### src/rtl/rdi_rx_buffer.sv
`default_nettype none
// ============================================================================
// Module   : rdi_rx_buffer
// Brief    : Receive FIFO feeding rdi_data to the memory stage. A source
//            pushes words over valid/ready; each unstalled rdi in MEM pops
//            one word. Stalls the pipeline on empty and flags dropped words.
// Revision : 1.0 - initial release
// ============================================================================
module rdi_rx_buffer #(
    parameter int DEPTH = 8,
    parameter int WIDTH = 32
) (
    input  logic                       clk,
    input  logic                       rst_n,
    input  logic                       in_valid,
    input  logic [WIDTH-1:0]           in_data,
    output logic                       in_ready,
    input  logic                       rdi_mem,
    input  logic                       stall_mem,
    output logic [WIDTH-1:0]           rdi_data,
    output logic                       rdi_stall,
    output logic                       rdi_avail,
    output logic [$clog2(DEPTH):0]     count,
    output logic                       ovf,
    input  logic                       clr_ovf
);

    localparam int                AW      = $clog2(DEPTH);
    localparam int                CW      = AW + 1;
    localparam logic [CW-1:0]     C_DEPTH = CW'(DEPTH);
    localparam logic [AW-1:0]     C_PTR_1 = AW'(1);
    localparam logic [CW-1:0]     C_CNT_1 = CW'(1);

    logic [WIDTH-1:0] r_mem [DEPTH];
    logic [AW-1:0]    r_wp;
    logic [AW-1:0]    r_rp;
    logic [CW-1:0]    r_count;
    logic             r_ovf;

    logic w_empty;
    logic w_full;
    logic w_push;
    logic w_pop;
    logic w_drop;

    // Occupancy flags and the handshake decisions for this cycle.
    always_comb begin
        w_empty = (r_count == '0);
        w_full  = (r_count == C_DEPTH);
        w_push  = in_valid && !w_full;
        w_drop  = in_valid && w_full;
        w_pop   = rdi_mem && !w_empty && !stall_mem;
    end

    // Storage array; contents are don't-care after reset so it carries none.
    always_ff @(posedge clk) begin
        if (w_push) begin
            r_mem[r_wp] <= in_data;
        end
    end

    // Pointers and occupancy; a simultaneous push and pop leaves count unchanged.
    always_ff @(posedge clk or negedge rst_n) begin
        if (!rst_n) begin
            r_wp    <= '0;
            r_rp    <= '0;
            r_count <= '0;
        end else begin
            if (w_push) begin
                r_wp <= r_wp + C_PTR_1;
            end
            if (w_pop) begin
                r_rp <= r_rp + C_PTR_1;
            end
            case ({w_push, w_pop})
                2'b10:   r_count <= r_count + C_CNT_1;
                2'b01:   r_count <= r_count - C_CNT_1;
                default: r_count <= r_count;
            endcase
        end
    end

    // Sticky drop flag; a drop in the same cycle as a clear keeps it set.
    always_ff @(posedge clk or negedge rst_n) begin
        if (!rst_n) begin
            r_ovf <= 1'b0;
        end else if (w_drop) begin
            r_ovf <= 1'b1;
        end else if (clr_ovf) begin
            r_ovf <= 1'b0;
        end
    end

    // Outputs: head word gated to zero when empty, stall request on empty rdi.
    always_comb begin
        in_ready  = !w_full;
        rdi_avail = !w_empty;
        count     = r_count;
        ovf       = r_ovf;
        rdi_stall = rdi_mem && w_empty;
        rdi_data  = w_empty ? '0 : r_mem[r_rp];
    end

endmodule
`default_nettype wire

### config.mk
export PLATFORM = sky130hd
export DESIGN_NAME = rdi_rx_buffer
export DESIGN_NICKNAME = d
export VERILOG_FILES = /design/src/rtl/rdi_rx_buffer.sv
export SDC_FILE = /design/constraint.sdc
export NUM_CORES = 1
export LEC_CHECK = 0
export BUFFER_PORTS_ARGS = -buffer_cell sky130_fd_sc_hd__clkbuf_2
export CAP_MARGIN = 5
export CELL_PAD_IN_SITES_DETAIL_PLACEMENT = 1
export CELL_PAD_IN_SITES_GLOBAL_PLACEMENT = 1
export CORE_ASPECT_RATIO = 1.75
export CORE_UTILIZATION = 50
export CTS_BUF_LIST = sky130_fd_sc_hd__clkbuf_8
export DETAILED_ROUTE_END_ITERATION = 8
export PLACE_DENSITY = 0.86
export SLEW_MARGIN = 40
export SYNTH_ARGS = -nofsm -noshare
export SYNTH_HDL_FRONTEND = slang
export SYNTH_SLANG_ARGS = --single-unit
### constraint.sdc
create_clock -name clk -period 4.4 [get_ports clk]
set_input_delay 0.22 -clock clk [delete_from_list [all_inputs] [get_ports clk]]
set_output_delay 0.22 -clock clk [all_outputs]
set_load 0.005 [all_outputs]
==> run_results.csv <==
group,metric,value,unit
status,outcome,"complete, no violations",
sta,skew,0.0197,ns
setup_path,timing.critical_path.to,"rdi_data[12]",
detailed_routing,wl_per_cell,24.8,um
synthesis,synth_top_area_share,0.741,
synthesis,synth_cells,471,
setup_path,endpoint_kind,"output pin",
floorplanning,fp.dieW,111,um
clocking,clkLatencyLatePin,0.55,ns
detailed_routing,drt_pass1_iterations,5,
final_layout,multiInputGateArea,2310,um2
floorplanning,fp.dieH,193,um
pwr,vdd_drop_max,0.000378,V
global_routing,grt_max_degree,47,
synthesis,avgSynthCellArea,22.0,um2
placement,dp_hpwl,13.2,mm
sta,period_needed,3.07,ns
global_routing,grt_pass1_vias,5678,
sta,setup_violations,0,
final_layout,syn_to_final_growth,17.6,%
sta,finalSetupTns,0,ns
sta,fin_crit_sh,0.697,
final_layout,drive_gt1_frac,0.351,
detailed_routing,routed_via_density,5.76,
pwr,p_sw_frac,0.315,
setup_path,r2r_end,"count[2]$_DFFE_PN0P_",
pwr,clockPowerShare,0.238,
setup_path,cp_data_required_time,4.18,ns
sta,rsz0062_at_grt,"false",
synthesis,synth.distinct_cells,32,
global_routing,antenna_found_initial,0,
synthesis,ys_async_sr_fraction,0.0412,
setup_path,cp-start-kind,"register",
pwr,leakagePower,4.25,nW
sta,max_slew.worst_pin.slew,0.725,ns
clocking,clk_pin_slew,0.06,ns
clocking,clock_sinks,267,
hold_path,hold_start,"stall_mem",
clocking,postCtsSetupBuffers,0,
synthesis,ys_top_cells_by_area,"edfxtp_1 (74%), mux4_2 (14%), mux2i_1 (3.1%)",
floorplanning,die-area,21400,um2
synthesis,synth_edf_count,256,
clocking,cts.path.max_buffers,3,
clocking,htree_levels,2,
clocking,cts-resized-gates,0,
floorplanning,ios,78,
sta,holdWs,0.0355,ns
global_routing,grt.total_usage,0.216,
pwr,p_switching,2.41,mW
synthesis,synth_common_cells,"edfxtp_1 (256), mux4_2 (64), nor2_1 (40)",
pwr,seqPwrFrac,0.461,
clocking,cts_inserted_buffers,38,
detailed_routing,routed_wl,22.2,mm
setup_path,path_max_fanout,28,
sta,hold_viol,0,
pwr,p_int,5.25,mW
setup_path,cp.arrival,2.85,ns
final_layout,nets,661,
detailed_routing,ant_nets,0,
setup_path,rr_startpoint,"count[2]$_DFFE_PN0P_",
detailed_routing,drc,0,
global_routing,overflow,0,
placement,gp_congestion,0.705,
detailed_routing,vias,5145,
sta,fmax,0.326,GHz
final_layout,nFillCells,1717,
setup_path,cp-startpoint,"r_rp[0]$_DFFE_PN0P_",
synthesis,synth.ff_latch_count,267,
synthesis,synth-warning-count,0,
synthesis,synth_area,10400,um2
final_layout,num_antenna_cells,0,
clocking,cts_tree,"built",
sta,slew-limit-headroom,0.515,
synthesis,synth.most_common_cell,"edfxtp_1",
setup_path,worstSetupPathType,"register to output pin",
job,maxCapViolCount,0,
synthesis,ys.flop_type,"edfxtp_1",
pwr,power_density,628,nW/um2
global_routing,grt_first_pass_wirelength,33.8,mm
floorplanning,rows,69,
synthesis,seq_area_frac_synth,0.767,
clocking,clockRootBuffer,"clkbuf_8",
sta,report.final.slew_viol_count,0,
final_layout,ff_latch_area,7970,um2
synthesis,yosysTopAreaCell,"edfxtp_1",
setup_path,ff2ff_setup_slack,1.57,ns
pwr,combPwrFrac,0.301,
placement,port_buffers,77,
floorplanning,start_util,0.511,
hold_path,hold_depth,3,
setup_path,rr_worst_depth,10,
synthesis,syn_nets,514,
clocking,cts_hold_buf,35,
detailed_routing,drt_iter0_markers,309,
floorplanning,coreArea,20300,um2
hold_path,hp-class,"input port to register",
-- power groups by stage --
| stage | Combinational (mW) | Sequential [mW] | Clock, mW |
|---|---|---|---|
| 3_3_place_gp | 2.09 | 3.61 | 0 |
| 4_1_cts | 2.35 | 3.54 | 1.85 |
| 3_5_place_dp | 2.31 | 3.59 | 0 |
| 5_1_grt | 2.49 | 3.58 | 1.94 |
| 2_1_floorplan | 1.65 | 3.36 | 0 |
| 6_report | 2.31 | 3.53 | 1.82 |
-- logic make-up after synthesis --
logic type	Yosys count	synth area share
DFF	267	0.767
buffers and inverters	26	0.0154
muxes	98	0.172
and+or+nand+nor	62	0.0291
AOI/OAI and AO/OA	5	0.00326
adders and majority gates	5	0.00603
xor gates and xnor gates	8	0.00675
-- how the worst min path moves through the flow --
| stage | end | slack (ns) |
|---|---|---|
| floorplan | count[0]$_DFFE_PN0P_ | -0.08 |
| global placement | count[3]$_DFFE_PN0P_ | 0.10 |
| detailed placement | count[0]$_DFFE_PN0P_ | 0.12 |
| CTS | r_rp[0]$_DFFE_PN0P_ | 0.01 |
| global route | r_rp[0]$_DFFE_PN0P_ | 0.04 |
| finish | r_rp[0]$_DFFE_PN0P_ | 0.04 |
-- cell type report --
| type | instances | share of cell area |
|---|---|---|
| clock buffer | 39 | 0.0440 |
| clock inverter | 29 | 0.0130 |
| inverter | 4 | 0.00133 |
| multi-input combinational | 178 | 0.189 |
| sequential | 267 | 0.653 |
| tap | 248 | 0.0254 |
| timing repair buffer | 129 | 0.0736 |
-- metrics by stage --
stage / setup WS, ns / total power, mW / instance area (um2) / cells / utilization
2_1_floorplan: 0.781 / 5.01 / 10400 / 471 / -
3_3_place_gp: 1.76 / 5.70 / 11100 / 787 / 0.546
3_5_place_dp: 1.57 / 5.89 / 11200 / 791 / 0.550
4_1_cts: 1.26 / 7.74 / 12200 / 894 / 0.601
5_1_grt: 1.16 / 8.01 / 12200 / 894 / 0.601
6_report: 1.33 / 7.67 / 12200 / 894 / 0.601
-- critical path, cell delays in order, from the launching register on --
cell and delay (ns):
dfrtp_4 0.74, buf_12 0.31, buf_4 0.30, mux4_2 0.54, mux2i_1 0.21, nor2_1 0.07
clkbuf_2 0.14
-- sequential cells by signal, summed over array words and instances, names as in the netlist --
register  flops
r_mem       256
r_wp          3
count         4
r_rp          3
ovf           1
-- per-layer routing --
layer,wire length (um),up-vias,global-route usage
li1,-,2227,-
met5,0,-,0
met3,882,43,0.0286
met1,8920,2730,0.271
met2,11800,145,0.380
met4,575,0,0.0928
-- cells in the final DEF, fill, tap and decap left out, types with 2 or more instances in the layout --
cell type      instances
nand2b_1               3
mux4_2                64
buf_8                  3
xnor2_1                3
xor2_1                 5
edfxtp_1             256
nand2_1                8
clkinv_2               8
nor2_1                34
dfrtp_1                8
dlygate4sd3_1         35
clkinv_1               8
inv_1                 13
ha_1                   5
a21oi_1                2
nor3_2                 2
buf_4                 13
dfrtp_4                2
nor2_4                 6
inv_6                  2
clkbuf_8              39
mux2i_1               32
clkbuf_2              77
(Power assumes the default switching activity.)
